==> config.mk <==
export PLATFORM = sky130hd
export DESIGN_NAME = shift_add_multiplier
export DESIGN_NICKNAME = d
export VERILOG_FILES = /design/src/rtl/shift_add_multiplier.sv
export SDC_FILE = /design/constraint.sdc
export NUM_CORES = 1
export LEC_CHECK = 0
export ABC_AREA = 1
export CORE_MARGIN = 5
export CORE_UTILIZATION = 35
export DETAILED_ROUTE_END_ITERATION = 8
export PLACE_DENSITY_LB_ADDON = 0.15
export SYNTH_ARGS = -nofsm -noshare
export SYNTH_HDL_FRONTEND = slang
export SYNTH_SLANG_ARGS = --single-unit
==> constraint.sdc <==
create_clock -name i_clock -period 1.25 [get_ports i_clock]
set_clock_uncertainty 0.1 [all_clocks]
set_input_delay 0.1875 -clock i_clock [delete_from_list [all_inputs] [get_ports i_clock]]
set_output_delay 0.1875 -clock i_clock [all_outputs]
set_load 0.05 [all_outputs]
==> src/rtl/shift_add_multiplier.sv <==
// Sequential unsigned WIDTH x WIDTH radix-2 shift-and-add multiplier.
// Steers one external WIDTH-bit adder each RUN cycle and folds its sum/carry back into the accumulator.
module shift_add_multiplier #(
    parameter int WIDTH = 4
) (
    input  logic                 i_clock,
    input  logic                 i_reset,
    input  logic                 i_start,
    input  logic [WIDTH-1:0]     i_multiplicand,
    input  logic [WIDTH-1:0]     i_multiplier,
    output logic [WIDTH-1:0]     o_add_a,
    output logic [WIDTH-1:0]     o_add_b,
    output logic                 o_add_ci,
    input  logic [WIDTH-1:0]     i_add_sum,
    input  logic                 i_add_co,
    output logic                 o_busy,
    output logic                 o_done,
    output logic [2*WIDTH-1:0]   o_product
);

    localparam int CW = $clog2(WIDTH + 1);

    typedef enum logic [1:0] {StIdle, StRun, StDone} state_t;

    state_t               r_state;
    logic [WIDTH-1:0]     r_x;
    logic [2*WIDTH-1:0]   r_acc;
    logic [CW-1:0]        r_count;
    logic                 r_busy;
    logic                 r_done;

    always_ff @(posedge i_clock or posedge i_reset) begin
        if (i_reset) begin
            r_state <= StIdle;
            r_x     <= '0;
            r_acc   <= '0;
            r_count <= '0;
            r_busy  <= 1'b0;
            r_done  <= 1'b0;
        end else begin
            unique case (r_state)
                StIdle: begin
                    r_done <= 1'b0;
                    if (i_start) begin
                        r_acc   <= {{WIDTH{1'b0}}, i_multiplier};
                        r_x     <= i_multiplicand;
                        r_count <= '0;
                        r_busy  <= 1'b1;
                        r_state <= StRun;
                    end
                end
                StRun: begin
                    // Carry becomes the new Hi msb; the consumed multiplier lsb drops off.
                    r_acc   <= {i_add_co, i_add_sum, r_acc[WIDTH-1:1]};
                    r_count <= r_count + CW'(1);
                    if (r_count == CW'(WIDTH - 1)) begin
                        r_busy  <= 1'b0;
                        r_done  <= 1'b1;
                        r_state <= StDone;
                    end
                end
                StDone: begin
                    r_done  <= 1'b0;
                    r_state <= StIdle;
                end
                default: begin
                    r_busy  <= 1'b0;
                    r_done  <= 1'b0;
                    r_state <= StIdle;
                end
            endcase
        end
    end

    assign o_add_a   = r_acc[2*WIDTH-1:WIDTH];
    assign o_add_b   = (r_state == StRun && r_acc[0]) ? r_x : '0;
    assign o_add_ci  = 1'b0;
    assign o_busy    = r_busy;
    assign o_done    = r_done;
    assign o_product = r_acc;

endmodule

==> out/metrics.cfg <==
[logic_synthesis]
muxShareOfSynthArea_pct = 0
yosys_warnings = 0
ys_ff_latch = 19
async_flop_share_pct = 100
ys_top_cells_by_area = dfrtp_1 (51%), nand2_1 (19%), nand3_1 (4.3%)
synth_cell_types = 16
netlist_area_sq_um = 925
syn-num-nets = 128
syn_avg_cell_area_sq_um = 8.41
synth_flop_cell = dfrtp_1
synth_compound_area_share_pct = 4.33
syn_inst = 110
synthXorXnorAreaFrac_pct = 0
synthAdderAreaFrac_pct = 2.71
synth_edf_count = 0
synth_top_cell_by_area = dfrtp_1
synth_top_area_share_pct = 51.4
synth_top_family_by_area = simple AND/OR/NAND/NOR gates
yosys.area_share.simple_pct = 30.6
ys_seq_area_share_pct = 51.4

[cts]
htree_num_levels = 1
cts_sinks = 19
cts_tree = built
clock_latency_ps = 280
root_buffer = clkbuf_4
clkTransAtPathRegs_ps = 100
clockBufferDepth = 2
cts_buffers = 3

[status]
status = finished with violations
violations = negative setup slack

[pwr]
p_leak_uw = 0.000769
peakVddDrop_uv = 1850
powerDensity_nw_per_um2 = 3000

[routing]
routed.top_layer = met4
wl_met2_microns = 978
met1_length_microns = 927
route.met3.wl_microns = 125
drt-initial-drc-count = 26
routed_wl_microns = 2050
vias_per_cell = 4.31
route.detailed.drc = 0
drt.antenna.violating_nets = 0
vias = 785
dr.pass1.iters = 4
wl_per_cell_microns = 11.3

[sta]
worst_slack_ps = -259
fmax_mhz = 663
min_period_ps = 1510
min_period_over_period_pct = 121
setup-violations-final = 5
hold_violations = 0
fin_setup_tns_ps = -1100
rsz0062_at_grt = yes
maxSlewViolCount = 0

[critical_path]
cpLargestDelayFamily = flip-flops
timing.rr.start = r_count[0]
path_buf_inv = 3
max_stage_delay_ps = 400
reg2reg_depth = 5
critPathLaunchType = flop
critical-path-slowest-cell = dfrtp_1
crit_path_end_kind = output pin
critPathMaxFanout = 4
crit_arrival_ps = 1220
cp_data_required_time_ps = 960
path_class = flop to output pin
worstPathCellList = inv_2, nand2_4, inv_6, nand2_8, nor2_4, buf_12
reg2reg_slack_ps = 70
r2r-end = o_busy

[cells_and_area]
layout_commonest_cell = nand2_1
n_antenna_cell = 0
drive_gt1_share_pct = 33.6
post-route-util_pct = 63.6
layout_common_cells = nand2_1 (47), buf_12 (18), dfrtp_1 (16)
final_area_sq_um = 1590
area_delta_synth_final_pct = 72.0
nNetsFinal = 171
finalNonFillerCells = 182

[die]
chipHeight_microns = 61.4
design.core.area_sq_um = 2500
die_width_microns = 61.4
initial_core_util_pct = 37.0
die_area_sq_um = 3770
row_count = 18
ios = 35

[global_routing]
grt_max_degree = 20
grt_pass1_vias = 826
antenna_found_initial = 0
overflow = 0
grt_pass1_wl_microns = 3650
grtUsageTotal_pct = 13.2

[placement]
portBuffers = 33
post_dp_cell_area_sq_um = 1540
gp_congestion = 0.842
dp_hpwl_microns = 1620
dp.cells = 177

[job]
drv_cap = 0

[min_path]
holdCritPathClass = primary input to asynchronous set/reset pin

==> per-layer routing <==
metal	global-route usage (%)	up-vias
met5	0	-
met4	4.55	0
met3	2.52	2
met2	22.1	22
met1	17.3	348
li1	-	413
==> what timing repair did <==
action                     4_1_cts  5_1_grt
setup endpoints to repair        5       24
buffers inserted                 3        2
hold buffers                     0        0
pin swaps                        2        2
gates resized for setup          5        5
==> where the power goes <==
| group | total (uW) | leakage, uW | switching, uW | internal (uW) |
|---|---|---|---|---|
| clock network | 296 | 0.0000150 | 172 | 124 |
| registers | 1230 | 0.000232 | 327 | 905 |
| logic | 3240 | 0.000522 | 1740 | 1510 |
==> cells by family (layout without fill, tap and decap cells) <==
| family | count (synthesis) | count (layout) |
|---|---|---|
| flops | 19 | 19 |
| simple gates | 66 | 66 |
| compound gates | 5 | 5 |
| buf+inv | 17 | 59 |
| fa+ha+maj | 2 | 2 |
| other cells | 1 | 1 |
==> per-stage QoR <==
stage          total power, uW  worst slack, ps  hold WS (ps)
2_1_floorplan             2990             -144          38.6
6_report                  4770             -259           111
3_3_place_gp              4380            -53.7           355
3_5_place_dp              4430            -85.1           358
5_1_grt                   5080             -346           146
4_1_cts                   4810             -279           113
==> worst register-to-register path: cells and delay by family (launching register included) <==
kind	cells	cell delay, ps
AND/OR/NAND/NOR	2	110
AO/OA/AOI/OAI	1	110
flip-flops	1	390
adder cells (fa/ha/maj)	2	410
==> registers in the layout, indices dropped and copies added, names as in the netlist <==
| register | cells |
|---|---|
| r_x | 4 |
| o_product | 8 |
| r_count | 3 |
| o_done | 1 |
| o_busy | 1 |
| r_state | 2 |
==> cells in the mapped netlist (2+ instances only) <==
cell type,n
nand2_1,48
dfrtp_1,19
inv_1,8
nand3_1,8
nor2_1,6
buf_4,5
o21ai_0,3
buf_6,2
ha_1,2
inv_2,2
nand2_4,2
==> how the worst max path moves through the flow <==
stage,start,endpoint,slack (ps),cells past startpoint
5_1_grt,r_state[1],o_add_b[0],-350,6
2_1_floorplan,r_state[1],o_add_b[0],-140,5
3_3_place_gp,i_start,r_count[0],-50,5
6_report,r_state[1],o_add_b[0],-260,6
3_5_place_dp,i_start,r_count[0],-90,5
4_1_cts,r_state[1],o_add_b[0],-280,6
==> cell type report <==
type                       instances  area [sq um]
timing repair buffer              45           608
multi-input combinational         74           397
sequential                        19           479
clock buffer                       4          26.3
fill                             209           910
tap                               30          37.5
inverter                          10          42.5
Note: power is estimated with default switching activity, not from simulation.
